===== src/rtl/scan_sequencer.sv =====
// Start-stop film scan controller: capture one CCD line, step the film, settle, repeat.
// Owns scan_en and drives the stepper enable/step/direction lines directly.
module scan_sequencer #(
  parameter int LINE_W = 16,
  parameter int STEP_W = 16,
  parameter int TIME_W = 24
) (
  input  logic              clk_100M,
  input  logic              rst,
  input  logic              start,
  input  logic              abort,
  input  logic [LINE_W-1:0] lines_total,
  input  logic [STEP_W-1:0] steps_per_line,
  input  logic [STEP_W-1:0] step_period,
  input  logic [TIME_W-1:0] settle_cycles,
  input  logic [TIME_W-1:0] timeout_cycles,
  input  logic              dir_cfg,
  input  logic              line_done,
  output logic              scan_en,
  output logic              mtr_en,
  output logic              mtr_step,
  output logic              mtr_dir,
  output logic              busy,
  output logic              done,
  output logic              err_timeout,
  output logic [LINE_W-1:0] line_count
);

  typedef enum logic [2:0] {
    ST_IDLE    = 3'd0,
    ST_ZERO    = 3'd1,
    ST_CAPTURE = 3'd2,
    ST_MOVE    = 3'd3,
    ST_SETTLE  = 3'd4,
    ST_DONE    = 3'd5
  } state_t;

  state_t            r_state, w_state_nxt;
  logic [LINE_W-1:0] r_lines_total;
  logic [STEP_W-1:0] r_steps, r_period;
  logic [TIME_W-1:0] r_settle, r_timeout;
  logic [TIME_W-1:0] r_cnt, w_cnt_nxt;
  logic [STEP_W-1:0] r_phase_cnt, w_phase_cnt_nxt;
  logic [STEP_W-1:0] r_step_cnt, w_step_cnt_nxt;
  logic              r_step_hi, w_step_hi_nxt;
  logic              w_load;
  logic              w_err_nxt;
  logic [LINE_W-1:0] w_line_count_nxt;
  logic [LINE_W-1:0] w_lc_inc;
  logic [STEP_W-1:0] w_phase_inc, w_step_inc;
  logic              r_scan_en, r_mtr_en, r_mtr_step, r_mtr_dir, r_busy, r_done, r_err;
  logic [LINE_W-1:0] r_line_count;

  assign w_lc_inc    = r_line_count + LINE_W'(1);
  assign w_phase_inc = r_phase_cnt + STEP_W'(1);
  assign w_step_inc  = r_step_cnt + STEP_W'(1);

  // Next-state, counter and status decode; abort overrides every other event
  always_comb begin
    w_state_nxt      = r_state;
    w_cnt_nxt        = r_cnt;
    w_phase_cnt_nxt  = r_phase_cnt;
    w_step_cnt_nxt   = r_step_cnt;
    w_step_hi_nxt    = r_step_hi;
    w_line_count_nxt = r_line_count;
    w_err_nxt        = r_err;
    w_load           = 1'b0;
    if (abort) begin
      w_state_nxt   = ST_IDLE;
      w_step_hi_nxt = 1'b0;
    end else begin
      case (r_state)
        ST_IDLE: begin
          if (start) begin
            w_load           = 1'b1;
            w_err_nxt        = 1'b0;
            w_line_count_nxt = LINE_W'(0);
            w_cnt_nxt        = TIME_W'(0);
            w_state_nxt      = (lines_total == LINE_W'(0)) ? ST_ZERO : ST_CAPTURE;
          end else begin
            w_state_nxt = ST_IDLE;
          end
        end
        ST_ZERO: w_state_nxt = ST_DONE;
        ST_CAPTURE: begin
          if (line_done) begin
            w_line_count_nxt = (&r_line_count) ? r_line_count : w_lc_inc;
            w_cnt_nxt        = TIME_W'(0);
            w_phase_cnt_nxt  = STEP_W'(0);
            w_step_cnt_nxt   = STEP_W'(0);
            if (w_lc_inc == r_lines_total) begin
              w_state_nxt = ST_DONE;
            end else if (r_steps == STEP_W'(0)) begin
              w_state_nxt = ST_SETTLE;
            end else begin
              w_state_nxt   = ST_MOVE;
              w_step_hi_nxt = 1'b1;
            end
          end else if ((r_timeout != TIME_W'(0)) && (r_cnt == r_timeout)) begin
            w_err_nxt   = 1'b1;
            w_state_nxt = ST_IDLE;
          end else begin
            w_cnt_nxt = r_cnt + TIME_W'(1);
          end
        end
        ST_MOVE: begin
          if (w_phase_inc == r_period) begin
            w_phase_cnt_nxt = STEP_W'(0);
            if (r_step_hi) begin
              w_step_hi_nxt = 1'b0;
            end else if (w_step_inc == r_steps) begin
              w_state_nxt = ST_SETTLE;
              w_cnt_nxt   = TIME_W'(0);
            end else begin
              w_step_cnt_nxt = w_step_inc;
              w_step_hi_nxt  = 1'b1;
            end
          end else begin
            w_phase_cnt_nxt = w_phase_inc;
          end
        end
        ST_SETTLE: begin
          if (r_cnt == r_settle) begin
            w_state_nxt = ST_CAPTURE;
            w_cnt_nxt   = TIME_W'(0);
          end else begin
            w_cnt_nxt = r_cnt + TIME_W'(1);
          end
        end
        ST_DONE: w_state_nxt = ST_IDLE;
        default: w_state_nxt = ST_IDLE;
      endcase
    end
  end

  // State, counters and configuration latched on an accepted start
  always_ff @(posedge clk_100M) begin
    if (rst) begin
      r_state       <= ST_IDLE;
      r_cnt         <= TIME_W'(0);
      r_phase_cnt   <= STEP_W'(0);
      r_step_cnt    <= STEP_W'(0);
      r_step_hi     <= 1'b0;
      r_lines_total <= LINE_W'(0);
      r_steps       <= STEP_W'(0);
      r_period      <= STEP_W'(1);
      r_settle      <= TIME_W'(0);
      r_timeout     <= TIME_W'(0);
    end else begin
      r_state     <= w_state_nxt;
      r_cnt       <= w_cnt_nxt;
      r_phase_cnt <= w_phase_cnt_nxt;
      r_step_cnt  <= w_step_cnt_nxt;
      r_step_hi   <= w_step_hi_nxt;
      if (w_load) begin
        r_lines_total <= lines_total;
        r_steps       <= steps_per_line;
        // A zero period would never end a phase, so it runs as one cycle
        r_period      <= (step_period == STEP_W'(0)) ? STEP_W'(1) : step_period;
        r_settle      <= settle_cycles;
        r_timeout     <= timeout_cycles;
      end
    end
  end

  // Outputs registered from the next state so they line up with it
  always_ff @(posedge clk_100M) begin
    if (rst) begin
      r_scan_en    <= 1'b0;
      r_mtr_en     <= 1'b0;
      r_mtr_step   <= 1'b0;
      r_mtr_dir    <= 1'b0;
      r_busy       <= 1'b0;
      r_done       <= 1'b0;
      r_err        <= 1'b0;
      r_line_count <= LINE_W'(0);
    end else begin
      r_scan_en    <= (w_state_nxt == ST_CAPTURE);
      r_mtr_en     <= (w_state_nxt == ST_MOVE) || (w_state_nxt == ST_SETTLE);
      r_mtr_step   <= (w_state_nxt == ST_MOVE) && w_step_hi_nxt;
      r_busy       <= (w_state_nxt != ST_IDLE);
      r_done       <= (w_state_nxt == ST_DONE);
      r_err        <= w_err_nxt;
      r_line_count <= w_line_count_nxt;
      if (w_load) begin
        r_mtr_dir <= dir_cfg;
      end
    end
  end

  assign scan_en     = r_scan_en;
  assign mtr_en      = r_mtr_en;
  assign mtr_step    = r_mtr_step;
  assign mtr_dir     = r_mtr_dir;
  assign busy        = r_busy;
  assign done        = r_done;
  assign err_timeout = r_err;
  assign line_count  = r_line_count;

endmodule


===== config.mk =====
export PLATFORM = sky130hd
export DESIGN_NAME = scan_sequencer
export DESIGN_NICKNAME = d
export VERILOG_FILES = /design/src/rtl/scan_sequencer.sv
export SDC_FILE = /design/constraint.sdc
export NUM_CORES = 1
export LEC_CHECK = 0
export CORE_MARGIN = 3
export CORE_UTILIZATION = 58
export CTS_BUF_LIST = sky130_fd_sc_hd__clkbuf_8
export DETAILED_ROUTE_END_ITERATION = 8
export GPL_TIMING_DRIVEN = 1
export PLACE_DENSITY = 0.88
export SLEW_MARGIN = 15
export SYNTH_ARGS = -nofsm -noshare
export SYNTH_HDL_FRONTEND = slang
export SYNTH_SLANG_ARGS = --single-unit

===== constraint.sdc =====
create_clock -name clk_100M -period 4.1 [get_ports clk_100M]
set_clock_uncertainty 0.1 [all_clocks]
set_input_delay 0.41 -clock clk_100M [delete_from_list [all_inputs] [get_ports clk_100M]]
set_output_delay 0.41 -clock clk_100M [all_outputs]
set_load 0.05 [all_outputs]

==> out/metrics.yaml <==
die:
  core_area_mm2: 0.0167
  die-area_mm2: 0.0188
  die_width_um: 137
  row_count: 47
  initial_core_util: 0.596
  die_y_um: 137
  pin_count: 125
sta:
  fmax_ghz: 0.258
  finalCriticalPeriod_ns: 3.87
  finalSetupTns_ns: 0
  period_share: 0.944
  max_slew_margin: 0.314
  tightest_slew_ns: 1.03
  slew_violations: 0
  rsz0062_at_grt: "false"
  setup_viol_count_final: 0
  hold_viol: 0
clock_network:
  cts_buffers: 17
  cts_tree: "yes"
  postCtsHoldBufs: 0
  clock-sinks: 179
  htree_levels: 4
  cts_resized: 0
  cts_root_buf: "clkbuf_8"
  post_cts_buffers: 0
  clk_pin_slew_ns: 0.10
  clock_latency_ns: 0.49
  clk_path_buf_depth: 2
final_layout:
  diodes: 0
  syn2layout_area_growth_pct: 17.7
  fin_area_mm2: 0.0117
  drive_gt1_frac: 0.0529
  nets: 1493
power:
  power.density_mw_per_mm2: 311
  ir_drop_mv: 0.241
  p_total_mw: 3.64
  p_leak_nw: 4.40
flow_run:
  maxCapViolations: 0
drt:
  first_pass_iters: 6
  vias: 10000
  ant_nets: 0
  drc: 0
  post_drt_via_cell_ratio: 6.19
  wl_per_cell_um: 17.0
  drtIter0Drc: 924
  wl_mm: 27.6
setup_path:
  cp.required_ns: 4.42
  cp-end-kind: "flop"
  cp.arrival_ns: 4.19
  start_kind: "flop"
  crit_type: "flop to flop"
  critPathMaxFanout: 10
placed_design:
  io_buffers: 124
  dpl.hpwl_mm: 20.0
  place_congestion: 0.985
  dpl_cell_area_mm2: 0.0113
global_route:
  grt_use_total: 0.292
  grt_pass1_wl_mm: 44.4
  grt_max_degree: 90
  grt_pass1_vias: 9238
  antenna_found_initial: 0
  overflow: 0
status:
  outcome: "complete, no violations"
synth:
  ys.flop_type: "dfxtp_1"
  synth_cells: 1313
  async_flop_share: 0
  netlist_area_mm2: 0.00996
  synth-seq-cells: 179
  ys_types: 74
  avgSynthCellArea_um2: 7.59
  syn_nets: 1419
  yosysSeqAreaShare: 0.360
  ys.warnings.count: 0
  synth_edf_count: 0
worst_hold_path:
  hold_path_class: "primary input to flop"
==> metal layers <==
metal / vias up / global-route usage / routed length, µm
li1: 4835 / - / -
met1: 4681 / 0.365 / 11500
met2: 440 / 0.488 / 13200
met3: 67 / 0.0651 / 2070
met4: 0 / 0.119 / 777
met5: - / 0 / 0
==> cells in the final DEF (no fill, tap or decap), types with 4 or more instances in the layout <==
master,netlist,routed
o21ai_0,57,57
a2111oi_0,4,4
and4_1,11,11
inv_6,0,4
nand3_1,34,33
or3_1,27,27
nor2_1,64,64
a211o_1,7,7
clkbuf_8,0,18
nand2b_1,5,5
nand2_1,268,268
nor4_1,39,39
xnor2_1,28,28
clkinvlp_4,0,4
or4_1,22,22
nand3b_1,4,4
nand4_1,19,19
o31ai_1,5,5
nor3b_1,6,6
o211ai_1,19,19
a31oi_1,5,5
o31a_1,4,4
and2_1,12,12
buf_4,0,20
a21oi_1,162,162
or2_2,5,5
nor3_1,25,25
o311a_1,4,4
dfxtp_1,179,179
a21o_1,7,7
inv_1,14,14
a22o_1,9,9
xor2_1,76,76
nand4b_1,5,5
clkdlybuf4s50_1,0,123
nor2b_1,8,8
ha_1,4,4
a211oi_1,5,5
and3_1,18,17
==> final cells by class <==
| class | count | area, µm² |
|---|---|---|
| Clock buffer | 18 | 248 |
| Clock inverter | 14 | 174 |
| Fill cell | 1349 | 4980 |
| Inverter | 14 | 52.6 |
| Multi-Input combinational cell | 1031 | 5990 |
| Sequential cell | 179 | 3580 |
| Tap cell | 220 | 275 |
| Timing Repair Buffer | 144 | 1400 |
==> where the power goes <==
part	internal [mW]	leakage [nW]	switching [mW]	total, mW
clock network	0.624	0.202	0.677	1.30
registers	1.79	1.45	0.0553	1.85
logic	0.231	2.74	0.265	0.496
==> kinds of logic (layout without fill, tap and decap cells) <==
family,after synthesis,after routing,share of synthesized area
and+or+nand+nor,586,586,0.293
AOI/OAI and AO/OA,331,331,0.202
DFF,179,179,0.360
xor gates and xnor gates,106,106,0.0960
buffers and inverters,103,190,0.0408
adders and majority gates,4,4,0.00502
muxes,4,4,0.00415
==> cells in the mapped netlist (all sizes together), types with 8 or more instances <==
cell type  count  area share
dfxtp        179        0.36
a22o           9      0.0079
and2          12      0.0075
a21oi        162       0.081
nor4          40       0.027
clkbuf        74       0.028
and3          18       0.011
o211ai        19       0.014
nor2b          8      0.0050
or3           27       0.017
nand4         20       0.014
inv           14      0.0053
or4           23       0.018
buf           15      0.0077
nor3          25       0.013
nand3         35       0.018
nor2          65       0.025
xor2          76       0.067
o21ai         60       0.031
xnor2         28       0.025
and4          11      0.0097
nand2        268        0.10
==> sequential cells by signal, summed over array words and instances (netlist names), 3 cells and up <==
signal	flops
r_phase_cnt	16
r_steps	16
r_lines_total	16
r_timeout	24
r_cnt	24
r_step_cnt	16
r_period	16
line_count	16
r_settle	24
r_state	3
==> per-stage QoR <==
| stage | setup WS (ns) | std cells | utilization | hold slack (ns) |
|---|---|---|---|---|
| 2_1_floorplan | 0.659 | 1313 | - | 0.341 |
| 3_3_place_gp | 0.448 | 1588 | 0.677 | 0.344 |
| 3_5_place_dp | 0.293 | 1588 | 0.677 | 0.351 |
| 4_1_cts | 0.275 | 1620 | 0.702 | 0.187 |
| 5_1_grt | 0.0385 | 1620 | 0.702 | 0.201 |
| 6_report | 0.228 | 1620 | 0.702 | 0.212 |
==> critical path: stages (launching register included) <==
cell	delay (ns)
dfxtp_1	0.48
ha_1	0.43
nand3_1	0.17
or4_1	0.56
xnor2_1	0.17
or4_4	0.58
nor4_4	0.36
buf_4	0.20
o21ai_2	0.12
or4_1	0.50
a21oi_1	0.15
==> final timing paths <==
check / startpoint / slack, ns / endpoint / depth (start not counted)
min: rst / 0.21 / r_timeout[9] / 2
max reg2reg: r_step_cnt[0] / 0.23 / r_cnt[18] / 10
min reg2reg: mtr_dir / 0.37 / mtr_dir / 2
max: r_step_cnt[0] / 0.23 / r_cnt[18] / 10
Note: power is estimated with default switching activity, not from simulation.
